$ cat config.mk
export PLATFORM = sky130hd
export DESIGN_NAME = tmp_readout
export DESIGN_NICKNAME = d
export VERILOG_FILES = /design/src/rtl/tmp_pkg.sv /design/src/rtl/tmp_readout_acc.sv /design/src/rtl/tmp_readout.sv
export SDC_FILE = /design/constraint.sdc
export NUM_CORES = 1
export LEC_CHECK = 0
export CORE_MARGIN = 4
export CORE_UTILIZATION = 58
export CTS_CLUSTER_DIAMETER = 100
export DETAILED_ROUTE_END_ITERATION = 6
export PLACE_DENSITY_LB_ADDON = 0.1
export RECOVER_POWER = 50
export SLEW_MARGIN = 20
export SYNTH_ARGS = -nofsm -noshare
export SYNTH_HDL_FRONTEND = slang
export SYNTH_SLANG_ARGS = --single-unit
$ cat constraint.sdc
create_clock -name clk -period 3.15 [get_ports clk]
set_input_delay 0.4725 -clock clk [delete_from_list [all_inputs] [get_ports clk]]
set_output_delay 0.4725 -clock clk [all_outputs]
set_load 0.02 [all_outputs]
$ cat src/rtl/tmp_pkg.sv
// Shared constants and FSM state type for the temperature comparator readout
// and the sensor controller that drives it.
package tmp_pkg;

   localparam int TMP_OSR_LOG2 = 8;
   localparam int TMP_BLANK_N  = 2;

   typedef enum logic [1:0] {
      IDLE  = 2'd0,
      BLANK = 2'd1,
      ACCUM = 2'd2
   } tmp_state_e;

   // Blank counter must hold BLANK_N; keep at least one bit when BLANK_N is 0.
   function automatic int blank_cnt_width(input int blank_n);
      return (blank_n < 1) ? 1 : $clog2(blank_n + 1);
   endfunction

endpackage

$ cat src/rtl/tmp_readout_acc.sv
// Window accumulator: counts comparator samples and ones, flags the sample
// that completes a 2^OSR_LOG2 window and self-clears on that sample.
module tmp_readout_acc
   import tmp_pkg::*;
#(
   parameter int OSR_LOG2 = TMP_OSR_LOG2
) (
   input  logic                clk,
   input  logic                reset,
   input  logic                clear,
   input  logic                sample,
   input  logic                cmp,
   output logic [OSR_LOG2:0]   ones_total,
   output logic                window_done
);

   localparam int RES_W = OSR_LOG2 + 1;
   localparam logic [OSR_LOG2-1:0] SAMPLE_TC = OSR_LOG2'(1);

   logic [OSR_LOG2-1:0] sample_cnt;
   logic [RES_W-1:0]    ones_cnt;

   // Down-counter starting at 0: it wraps on the first sample, so the value 1
   // is seen exactly on the 2^OSR_LOG2-th sample of the window.
   always_comb begin
      ones_total  = ones_cnt + RES_W'(cmp);
      window_done = sample && (sample_cnt == SAMPLE_TC);
   end

   always_ff @(posedge clk) begin
      if (reset || clear || window_done) begin
         sample_cnt <= '0;
         ones_cnt   <= '0;
      end else if (sample) begin
         sample_cnt <= sample_cnt - SAMPLE_TC;
         ones_cnt   <= ones_total;
      end
   end

endmodule

$ cat src/rtl/tmp_readout.sv
// Comparator readout: blanks the first samples after enable, accumulates
// windows of 2^OSR_LOG2 comparator decisions and hands results to a consumer.
//
//   state | meaning
//   IDLE  | disabled; counters cleared, strobes ignored
//   BLANK | discarding the first BLANK_N strobes after enable rise
//   ACCUM | counting samples/ones; windows repeat back to back
module tmp_readout
   import tmp_pkg::*;
#(
   parameter  int OSR_LOG2 = TMP_OSR_LOG2,
   parameter  int BLANK_N  = TMP_BLANK_N,
   localparam int RES_W    = OSR_LOG2 + 1
) (
   input  logic             clk,
   input  logic             reset,
   input  logic             enable,
   input  logic             cmp,
   input  logic             cmp_strobe,
   output logic [RES_W-1:0] data_o,
   output logic             data_valid,
   input  logic             data_ready,
   output logic             busy,
   output logic             overrun
);

   localparam int              BLK_W      = blank_cnt_width(BLANK_N);
   localparam logic [BLK_W-1:0] BLANK_LOAD = BLK_W'(BLANK_N);
   localparam logic [BLK_W-1:0] BLANK_TC   = BLK_W'(1);

   tmp_state_e       state_q;
   tmp_state_e       state_d;
   logic [BLK_W-1:0] blank_cnt;
   logic             blank_done;
   logic             acc_clear;
   logic             acc_sample;
   logic             window_done;
   logic             xfer;
   logic [RES_W-1:0] ones_total;

   always_ff @(posedge clk) begin
      if (reset) state_q <= IDLE;
      else       state_q <= state_d;
   end

   always_comb begin
      state_d = state_q;
      case (state_q)
         IDLE:    if (enable) state_d = (BLANK_N == 0) ? ACCUM : BLANK;
         BLANK: begin
            if (!enable)         state_d = IDLE;
            else if (blank_done) state_d = ACCUM;
         end
         ACCUM:   if (!enable) state_d = IDLE;
         default: state_d = IDLE;
      endcase
   end

   // A completing strobe is accepted even with enable low so the result is
   // still delivered on the way back to IDLE.
   always_comb begin
      busy       = (state_q != IDLE);
      acc_clear  = (state_q == IDLE);
      acc_sample = (state_q == ACCUM) && cmp_strobe;
      blank_done = (state_q == BLANK) && cmp_strobe && (blank_cnt == BLANK_TC);
      xfer       = data_valid && data_ready;
   end

   always_ff @(posedge clk) begin
      if (reset)                                blank_cnt <= '0;
      else if (state_q == IDLE)                 blank_cnt <= BLANK_LOAD;
      else if (state_q == BLANK && cmp_strobe)  blank_cnt <= blank_cnt - BLANK_TC;
   end

   tmp_readout_acc #(
      .OSR_LOG2 (OSR_LOG2)
   ) u_acc (
      .clk         (clk),
      .reset       (reset),
      .clear       (acc_clear),
      .sample      (acc_sample),
      .cmp         (cmp),
      .ones_total  (ones_total),
      .window_done (window_done)
   );

   // Overwrite of an unconsumed result flags overrun; a transfer in the same
   // cycle as a new result counts as consumed, so it clears instead.
   always_ff @(posedge clk) begin
      if (reset) begin
         data_o     <= '0;
         data_valid <= 1'b0;
         overrun    <= 1'b0;
      end else if (window_done) begin
         data_o     <= ones_total;
         data_valid <= 1'b1;
         if (data_valid && !xfer) overrun <= 1'b1;
         else if (xfer)           overrun <= 1'b0;
      end else if (xfer) begin
         data_valid <= 1'b0;
         overrun    <= 1'b0;
      end
   end

endmodule

==> impl_metrics.csv, run 1 <==
group,metric,value,unit
setup_path,path_delay_family,"buffers and inverters",
global_route,gr-total-overflow,0,
floorplan,design.portCount,18,
place,finalWeightedCongestion,0.804,
global_route,grt_start_max_net_pins,18,
cts,worst_skew_pair.late_latency,0.35,ns
detailed_routing,drt_pass1_iterations,4,
floorplan,design.die.area,3400,sq um
layout,layout_cells_sized_above_1,5.03,%
cts,post_cts_sizing,0,
cts,cts_num_sinks,32,
sta,setup-tns-final,0,ns
floorplan,rows,17,
floorplan,core-area,2320,sq um
setup_path,cp.buffers_inverters,2,
synth,post_synth_edffs,0,
detailed_routing,wl_per_cell,13.2,um
synth,synth_nets,174,
floorplan,floorplan.die.width,58.3,um
layout,nFillCells,195,
place,i_o_buffers,17,
cts,cts_post_setup_buffers_inserted,0,
sta,timing_worst_slew_pin_value,0.806,ns
setup_path,crit_path_cell_trace,"dlygate4sd3_1 -> and4bb_1 -> and4b_1 -> clkbuf_1 -> mux2i_1 -> nor2_1",
place,detailed_place_hpwl,1960,um
power,worst_ir_drop_vdd,0.434,mV
synth,postSynthCellCount,163,
setup_path,critPathLaunchType,"input pin",
synth,yosys_register_bits,32,
cts,tritoncts_clock_tree,"built",
sta,finalHoldViolations,0,
detailed_routing,avgViaCountPerCell,5.42,
setup_path,data_required_time_at_the_worst_endpoint,3.35,ns
layout,area.growth.synth_to_final,13.1,%
global_route,first_global_vias,1149,
sta,finalSetupViolCount,0,
global_route,first_pass_grt_wire_length,4890,um
place,setup_slack_after_placement,0.736,ns
power,power_per_cell_area,411,nW/um^2
cts,cts_hold_repair.buffers,0,
global_route,globalRouteTotalUtil,19.3,%
cts,cts.clk_slew.worst_paths,0.09,ns
sta,timing.final.max_slew_violations,0,
synth,yosysUniqueCellTypes,30,
setup_path,critical_path.max_fanout,15,
setup_path,critPathCaptureType,"flop",
place,dp_cells,199,
sta,postLayoutSetupSlackWorst,0.684,ns
cts,clk_path_buf_depth,2,
synth,synth-main-ff-cell,"sky130_fd_sc_hd__dfxtp_1",
detailed_routing,num_vias,1122,
setup_path,critPathSlowestCell,"sky130_fd_sc_hd__dlygate4sd3_1",
synth,mapped_area,1470,sq um
synth,synth-warning-count,0,
detailed_routing,detail_route.iter0.violations,40,
layout,diodes,0,
setup_path,rr_startpoint,"state_q[1]$_SDFFE_PP0P_",
layout,fin_nets,189,
setup_path,critical_path_arrival,2.67,ns
outcome,run_status,"completed",
min_path,hold_path_class,"flop to flop",
global_route,antenna_found_initial,0,
synth,sequential_element_share_of_the_synthesized_area,43.6,%
setup_path,critical_path.startpoint,"cmp_strobe",
min_path,startpoint_of_the_lowest_slack_hold_path,"data_valid$_SDFFE_PP0P_",
layout,finish.cell_count_without_fillers,207,
cts,cts.root.buffer_cell,"sky130_fd_sc_hd__clkbuf_4",
sta,fin_crit,2.47,ns
sta,timing.slew.headroom,46.3,%
sta,period_share,78.3,%
synth,synthesis.area_per_instance,9.02,sq um
cts,number_of_buffers_inserted_during_clock_tree_synthesis,5,
layout,layout_common_cells,"sky130_fd_sc_hd__nor2_1, sky130_fd_sc_hd__dfxtp_1, sky130_fd_sc_hd__dlygate4sd3_1",
detailed_routing,number_of_nets_with_antenna_violations_after_routing,0,
detailed_routing,drcViolationCount,0,
floorplan,initial_utilization,63.4,%
layout,final_cell_area,1660,sq um
sta,unrepaired_setup_endpoints_after_global_routing,"no",
setup_path,setup.worst_path.class,"input pin to flop",
sta,achievable-frequency,406,MHz
synth,ys_async_sr_fraction,0,%
run,max_cap_violations,0,
cts,htree_num_levels,2,
sta,fin_worst_skew,0.0160,ns
setup_path,cp_slowest_stage_delay,0.68,ns
floorplan,die_h,58.3,um
layout,layout.cells.most_common,"sky130_fd_sc_hd__nor2_1",
place,place_area,1610,sq um
detailed_routing,drt_wl_total,2730,um
power,leakagePower,0.588,nW
==> where the power goes <==
part | leakage, nW | internal, mW | switching (mW)
Combinational | 0.291 | 0.0112 | 0.0127
Sequential | 0.258 | 0.406 | 0.00228
Clock | 0.0380 | 0.106 | 0.144
Total | 0.588 | 0.524 | 0.159
==> final timing paths <==
path,to,slack [ns],cells past startpoint
setup / recovery,data_o[4]$_SDFFE_PP0P_,0.68,6
setup reg to reg,data_o[4]$_SDFFE_PP0P_,0.99,5
hold reg to reg,flop,0.49,1
hold / removal,flop,0.49,1
==> through the flow <==
step	utilization, %	hold slack [ns]	power, mW
finish	71.7	0.491	0.683
CTS	72.2	0.484	0.693
global route	71.7	0.521	0.718
detailed placement	69.6	0.469	0.443
global placement	69.6	0.447	0.442
floorplan	-	0.437	0.434
==> Yosys cell counts, types with 2 or more instances <==
library cell / instances / area [sq um]
sky130_fd_sc_hd__a211oi_1: 5 / 37.5
sky130_fd_sc_hd__a21oi_1: 6 / 30.0
sky130_fd_sc_hd__buf_2: 2 / 10.0
sky130_fd_sc_hd__buf_6: 4 / 45.0
sky130_fd_sc_hd__clkbuf_1: 4 / 15.0
sky130_fd_sc_hd__dfxtp_1: 32 / 641
sky130_fd_sc_hd__ha_1: 5 / 62.6
sky130_fd_sc_hd__inv_1: 5 / 18.8
sky130_fd_sc_hd__mux2i_1: 6 / 60.1
sky130_fd_sc_hd__nand2_1: 11 / 41.3
sky130_fd_sc_hd__nand2b_1: 3 / 18.8
sky130_fd_sc_hd__nand3_1: 6 / 30.0
sky130_fd_sc_hd__nand3b_1: 2 / 15.0
sky130_fd_sc_hd__nand4b_1: 2 / 17.5
sky130_fd_sc_hd__nor2_1: 34 / 128
sky130_fd_sc_hd__nor3_1: 4 / 20.0
sky130_fd_sc_hd__xnor2_1: 12 / 105
sky130_fd_sc_hd__xor2_1: 8 / 70.1
==> cell families (layout without fill, tap and decap cells) <==
group,count (synthesis),in the layout,synth area share [%]
adder cells (fa/ha/maj),5,5,4.26
buffers and inverters,16,32,6.55
multiplexers,6,6,4.09
XOR/XNOR,20,20,11.9
AND/OR/NAND/NOR,68,68,22.0
flip-flops,32,32,43.6
AO/OA/AOI/OAI,16,16,7.58
==> state kept, by name (all words and copies together), names as in the netlist, named ones only <==
signal and cells:
blank_cnt 2, data_o 9, data_valid 1, state_q 2, u_acc.ones_cnt 9, u_acc.sample_cnt 8
==> area by class of cell <==
| class | instances | area, sq um | share of cell area, % |
|---|---|---|---|
| clock buffers | 6 | 51.3 | 3.09 |
| clock inverters | 2 | 10.0 | 0.602 |
| inverters | 5 | 18.8 | 1.13 |
| multi-input cells | 115 | 729 | 43.9 |
| flip-flops and latches | 32 | 641 | 38.5 |
| well taps | 28 | 35.0 | 2.11 |
| repair buffers | 19 | 178 | 10.7 |
==> per-layer routing <==
layer  up-vias  GRT usage [%]  routed length, um
li1        575              -                  -
met4         0           10.3                 59
met5         -              0                  0
met3         7           7.89                161
met1       517           21.1               1240
met2        23           31.6               1270
No activity file was read; power rests on OpenSTA's default activity.
==> inputs of run 2 (changes only) <==
--- a/config.mk
+++ b/config.mk
@@ -6,7 +6,7 @@
 export NUM_CORES = 1
 export LEC_CHECK = 0
 export CORE_MARGIN = 4
-export CORE_UTILIZATION = 58
+export CORE_UTILIZATION = 54
 export CTS_CLUSTER_DIAMETER = 100
 export DETAILED_ROUTE_END_ITERATION = 6
 export PLACE_DENSITY_LB_ADDON = 0.1
==> constraint.sdc (replaced) <==
create_clock -name clk -period 2.6 [get_ports clk]
set_input_delay 0.39 -clock clk [delete_from_list [all_inputs] [get_ports clk]]
set_output_delay 0.39 -clock clk [all_outputs]
set_load 0.02 [all_outputs]
==> run 2 against run 1 <==
- power increased by 20%
- non-clock buffer count did not move
- count of clock-buffer cells in the layout rose by 2
- clock power grew 17%
- first-iteration DRC count up 7.5%
- flip-flop and latch count stayed put
- global-route usage shrank 1.3 points
- register-to-register slack worse by 0.28 ns
- sequential share of layout area fell by 0.087 points
- cell area rose by 0.23%
- clock skew decreased by 0.0075 ns
==> impl_metrics.csv, run 2 (synthesis gave the netlist of run 1 again) <==
group,metric,value,unit
sta,timing.final.max_slew_violations,0,
layout,nFillCells,245,
layout,finish.cell_count_without_fillers,209,
setup_path,data_required_time_at_the_worst_endpoint,2.85,ns
cts,number_of_buffers_inserted_during_clock_tree_synthesis,5,
global_route,first_global_vias,1060,
floorplan,floorplan.die.width,60.2,um
detailed_routing,num_vias,1123,
setup_path,critPathCaptureType,"flop",
floorplan,design.die.area,3620,sq um
cts,htree_num_levels,2,
power,design_power_total,0.818,mW
cts,cts.root.buffer_cell,"sky130_fd_sc_hd__clkbuf_4",
cts,cts_num_sinks,32,
floorplan,core-area,2540,sq um
sta,achievable-frequency,471,MHz
outcome,run_status,"completed",
setup_path,critical_path_arrival,2.38,ns
cts,worst_skew_pair.late_latency,0.33,ns
sta,postLayoutSetupSlackWorst,0.475,ns
cts,tritoncts_clock_tree,"built",
layout,layout.cells.most_common,"sky130_fd_sc_hd__nor2_1",
min_path,hold_path_class,"flop to flop",
sta,setup-tns-final,0,ns
setup_path,setup.worst_path.class,"input pin to flop",
cts,clk_path_buf_depth,2,
cts,cts.clk_slew.worst_paths,0.10,ns
sta,period_share,81.7,%
power,leakagePower,0.586,nW
detailed_routing,avgViaCountPerCell,5.37,
global_route,gr-total-overflow,0,
layout,fin_nets,189,
global_route,antenna_found_initial,0,
detailed_routing,wl_per_cell,13.2,um
floorplan,rows,18,
cts,cts_hold_repair.buffers,0,
layout,final_util,65.5,%
layout,layout_common_cells,"sky130_fd_sc_hd__nor2_1, sky130_fd_sc_hd__dfxtp_1, sky130_fd_sc_hd__dlygate4sd3_1",
cts,post_cts_sizing,0,
place,setup_slack_after_placement,0.269,ns
cts,cts_post_setup_buffers_inserted,0,
layout,layout_cells_sized_above_1,4.47,%
detailed_routing,drt_pass1_iterations,5,
run,max_cap_violations,0,
detailed_routing,detail_route.iter0.violations,43,
place,dp_cells,201,
place,finalWeightedCongestion,0.810,
sta,timing.slew.headroom,58.7,%
place,detailed_place_hpwl,2000,um
global_route,globalRouteTotalUtil,18.0,%
layout,layout_top_registers,"data_o x9, u_acc.ones_cnt x9, u_acc.sample_cnt x8",
layout,area.growth.synth_to_final,13.4,%
sta,finalHoldViolations,0,
sta,fin_crit,2.12,ns
place,i_o_buffers,17,
power,power_per_cell_area,491,nW/um^2
floorplan,design.portCount,18,
sta,fin_worst_skew,0.00850,ns
setup_path,critical_path.max_fanout,17,
detailed_routing,drcViolationCount,0,
global_route,first_pass_grt_wire_length,4690,um
floorplan,initial_utilization,57.8,%
global_route,grt_start_max_net_pins,18,
sta,timing_worst_slew_pin_value,0.620,ns
power,worst_ir_drop_vdd,0.375,mV
detailed_routing,number_of_nets_with_antenna_violations_after_routing,0,
setup_path,critPathLaunchType,"input pin",
sta,finalSetupViolCount,0,
sta,unrepaired_setup_endpoints_after_global_routing,"no",
floorplan,die_h,60.2,um
detailed_routing,drt_wl_total,2750,um
layout,diodes,0,
==> run 2: through the flow <==
stage,area (sq um),hold slack (ns)
after floorplan,1470,0.437
after global placement,1620,0.447
after detailed placement,1620,0.457
after CTS,1670,0.472
after global routing,1670,0.487
final,1670,0.478
==> run 2: power by group <==
group          switching (mW)  total, mW  leakage (nW)  internal, mW
clock                   0.161      0.294        0.0326         0.133
combinational          0.0156     0.0292         0.296        0.0136
sequential            0.00283      0.495         0.258         0.492
==> run 2: worst paths after layout <==
| path | from | end | slack [ns] | depth (start not counted) |
|---|---|---|---|---|
| worst max-delay path | cmp_strobe | u_acc.sample_cnt[1]$_SDFFE_PP0P_ | 0.48 | 5 |
| worst min-delay path | u_acc.ones_cnt[0]$_SDFFE_PP0P_ | u_acc.ones_cnt[0]$_SDFFE_PP0P_ | 0.48 | 2 |
| worst max register to register | state_q[0]$_SDFFE_PP0P_ | u_acc.sample_cnt[1]$_SDFFE_PP0P_ | 0.71 | 4 |
| worst min register to register | u_acc.ones_cnt[0]$_SDFFE_PP0P_ | u_acc.ones_cnt[0]$_SDFFE_PP0P_ | 0.48 | 2 |
==> run 2: worst max-delay path: stages <==
cell and delay [ns]:
sky130_fd_sc_hd__dlygate4sd3_1 0.64, sky130_fd_sc_hd__and4bb_1 0.29, sky130_fd_sc_hd__and4b_1 0.22, sky130_fd_sc_hd__or3_1 0.56, sky130_fd_sc_hd__a211oi_2 0.27
==> run 2: routing by layer <==
metal	vias to the layer above	track usage, %	wire length, um
met4	0	11.4	75
met2	23	27.9	1270
li1	575	-	-
met1	518	21.5	1270
met5	-	0	0
met3	7	5.18	139
==> run 2: cell type report <==
type | instances | area [sq um] | share of cell area [%]
Inverter | 5 | 18.8 | 1.13
Timing Repair Buffer | 19 | 181 | 10.9
Multi-Input combinational cell | 115 | 729 | 43.8
Sequential cell | 32 | 641 | 38.4
Tap cell | 30 | 37.5 | 2.25
Clock buffer | 8 | 58.8 | 3.53
==> inputs of run 3 (changes only) <==
==> constraint.sdc (replaced) <==
create_clock -name clk -period 2 [get_ports clk]
set_input_delay 0.3 -clock clk [delete_from_list [all_inputs] [get_ports clk]]
set_output_delay 0.3 -clock clk [all_outputs]
set_load 0.02 [all_outputs]
==> run 3 against run 2 <==
- clock power increased by 64%
- first-iteration DRC count increased by 2.3%
- cell area increased by 2.9%
- count of clock-buffer cells in the layout decreased by 2
- die area unchanged
- non-clock buffer count increased by 5
- flip-flop and latch count unchanged
- worst hold slack improved by 0.0026 ns
- combinational power increased by 39%
- critical path depth decreased by 2
- largest cell class unchanged
- highest routed layer unchanged
==> impl_metrics.csv, run 3 (synthesis gave the netlist of run 1 again) <==
group,metric,value,unit
outcome,run_status,"completed",
power,power_per_cell_area,680,nW/um^2
power,combinationalPowerShare,3.5,%
sta,timing.slew.headroom,60.0,%
cts,cts_hold_repair.buffers,0,
layout,layout_cells_sized_above_1,7.07,%
sta,postLayoutSetupSlackWorst,0.0778,ns
global_route,busiest_layer,"met2",
setup_path,crit_end,"busy",
place,i_o_buffers,17,
power,sequentialPowerShare,55.2,%
setup_path,path_delay_family,"buffers and inverters",
place,setup_slack_after_placement,0.102,ns
global_route,grt_start_max_net_pins,16,
cts,number_of_buffers_inserted_during_clock_tree_synthesis,5,
power,p_sw,0.245,mW
global_route,grtUsageMet2,29.5,%
global_route,grt_util_met3,5.83,%
cts,clk_path_buf_depth,2,
floorplan,die_h,60.2,um
sta,finalHoldViolations,0,
floorplan,rows,18,
detailed_routing,drt_wl_total,2850,um
sta,unrepaired_setup_endpoints_after_global_routing,"no",
detailed_routing,drt_pass1_iterations,4,
setup_path,cp_slowest_stage_delay,0.60,ns
run,max_cap_violations,0,
sta,fin_crit,1.92,ns
global_route,antenna_found_initial,0,
detailed_routing,wl_per_cell,13.3,um
layout,layout_common_cells,"sky130_fd_sc_hd__nor2_1, sky130_fd_sc_hd__dfxtp_1, sky130_fd_sc_hd__xnor2_1",
detailed_routing,num_vias,1130,
layout,register_area,641,sq um
sta,achievable-frequency,520,MHz
cts,cts_post_setup_buffers_inserted,0,
setup_path,rr_startpoint,"u_acc.sample_cnt[3]$_SDFFE_PP0P_",
place,detailed_place_hpwl,2080,um
global_route,gr-total-overflow,0,
setup_path,timing.critical_path.depth,3,
detailed_routing,drcViolationCount,0,
setup_path,setup.worst_path.class,"flop to output port",
setup_path,critical_path.startpoint,"state_q[1]$_SDFFE_PP0P_",
layout,nFillCells,218,
setup_path,critPathCaptureType,"output port",
setup_path,critPathLaunchType,"flop",
sta,timing_worst_slew_pin_value,0.601,ns
setup_path,critPathSlowestCell,"sky130_fd_sc_hd__clkdlybuf4s50_1",
sta,timing.final.max_slew_violations,0,
floorplan,floorplan.die.width,60.2,um
cts,cts.root.buffer_cell,"sky130_fd_sc_hd__clkbuf_4",
layout,diodes,0,
cts,htree_num_levels,2,
min_path,hold_path_class,"flop to flop",
place,finalWeightedCongestion,0.740,
detailed_routing,avgViaCountPerCell,5.28,
cts,post_cts_sizing,0,
floorplan,core-area,2540,sq um
cts,tritoncts_clock_tree,"built",
floorplan,initial_utilization,57.8,%
power,switching_fraction_of_total_power,21.0,%
detailed_routing,detail_route.iter0.violations,44,
layout,finish.cell_count_without_fillers,214,
floorplan,design.portCount,18,
sta,setup-tns-final,0,ns
place,dp_cells,206,
power,leakagePower,0.602,nW
setup_path,data_required_time_at_the_worst_endpoint,1.70,ns
layout,area.growth.synth_to_final,16.7,%
setup_path,crit_path_cell_trace,"nor2_1 -> inv_1 -> clkdlybuf4s50_1",
cts,worst_skew_pair.late_latency,0.34,ns
setup_path,cp.buffers_inverters,2,
global_route,first_pass_grt_wire_length,4820,um
layout,fin_nets,194,
detailed_routing,number_of_nets_with_antenna_violations_after_routing,0,
setup_path,critical_path.max_fanout,10,
sta,finalSetupViolCount,0,
setup_path,r2r_cells,5,
layout,layout_top_registers,"data_o x9, u_acc.ones_cnt x9, u_acc.sample_cnt x8",
min_path,min_path_cells,2,
cts,cts.clk_slew.worst_paths,0.09,ns
layout,multi_input_comb_area,733,sq um
power,p_clk_share,41.3,%
power,worst_ir_drop_vdd,0.694,mV
setup_path,critical_path_arrival,1.62,ns
sta,fin_worst_skew,0.00817,ns
sta,period_share,96.1,%
cts,cts_num_sinks,32,
layout,layout.cells.most_common,"sky130_fd_sc_hd__nor2_1",
global_route,grt.met1_usage,21.4,%
setup_path,reg2reg_setup_slack,0.19,ns
power,internal_power,0.922,mW
floorplan,design.die.area,3620,sq um
global_route,first_global_vias,1103,
global_route,globalRouteTotalUtil,18.5,%
[run 3: tightest hold or removal path: cells and delay by family (launching register included)]
kind | cells | cell delay (ns)
simple gates | 1 | 0.06
compound gates | 1 | 0.05
flops | 1 | 0.33
[run 3: final cells by class]
class / count / share of cell area (%)
multi-input combinational: 115 / 42.7
sequential: 32 / 37.3
timing repair buffer: 24 / 12.2
clock buffer: 6 / 2.41
tap: 30 / 2.19
clock inverter: 2 / 2.04
inverter: 5 / 1.09
[run 3: worst min path at each step]
stage | from | slack [ns] | end
floorplan | reset | 0.37 | data_o[5]$_SDFFE_PP0P_
global placement | u_acc.ones_cnt[0]$_SDFFE_PP0P_ | 0.45 | u_acc.ones_cnt[0]$_SDFFE_PP0P_
detailed placement | u_acc.ones_cnt[0]$_SDFFE_PP0P_ | 0.46 | u_acc.ones_cnt[0]$_SDFFE_PP0P_
CTS | u_acc.ones_cnt[0]$_SDFFE_PP0P_ | 0.47 | u_acc.ones_cnt[0]$_SDFFE_PP0P_
global route | u_acc.ones_cnt[0]$_SDFFE_PP0P_ | 0.50 | u_acc.ones_cnt[0]$_SDFFE_PP0P_
finish | u_acc.ones_cnt[0]$_SDFFE_PP0P_ | 0.48 | u_acc.ones_cnt[0]$_SDFFE_PP0P_
[run 3: power by group through the flow]
stage          Sequential, mW  Clock [mW]  Combinational, mW
2_1_floorplan           0.656           0             0.0275
5_1_grt                 0.644       0.525             0.0452
4_1_cts                 0.643       0.495             0.0434
3_3_place_gp            0.658           0             0.0425
3_5_place_dp            0.658           0             0.0434
6_report                0.644       0.482             0.0407
[run 3: per-layer routing]
layer,part of all wire [%],wire length [um]
met1,47,1330
met2,45,1300
met3,5.1,145
met4,2.8,81
met5,0,0
[run 3: through the flow]
step	power [mW]	utilization (%)	hold WS [ns]	instance area, sq um
finish	1.17	67.4	0.481	1720
global route	1.21	67.4	0.502	1720
CTS	1.18	67.9	0.473	1730
detailed placement	0.702	64.9	0.456	1650
global placement	0.701	64.9	0.450	1650
floorplan	0.683	-	0.373	1470
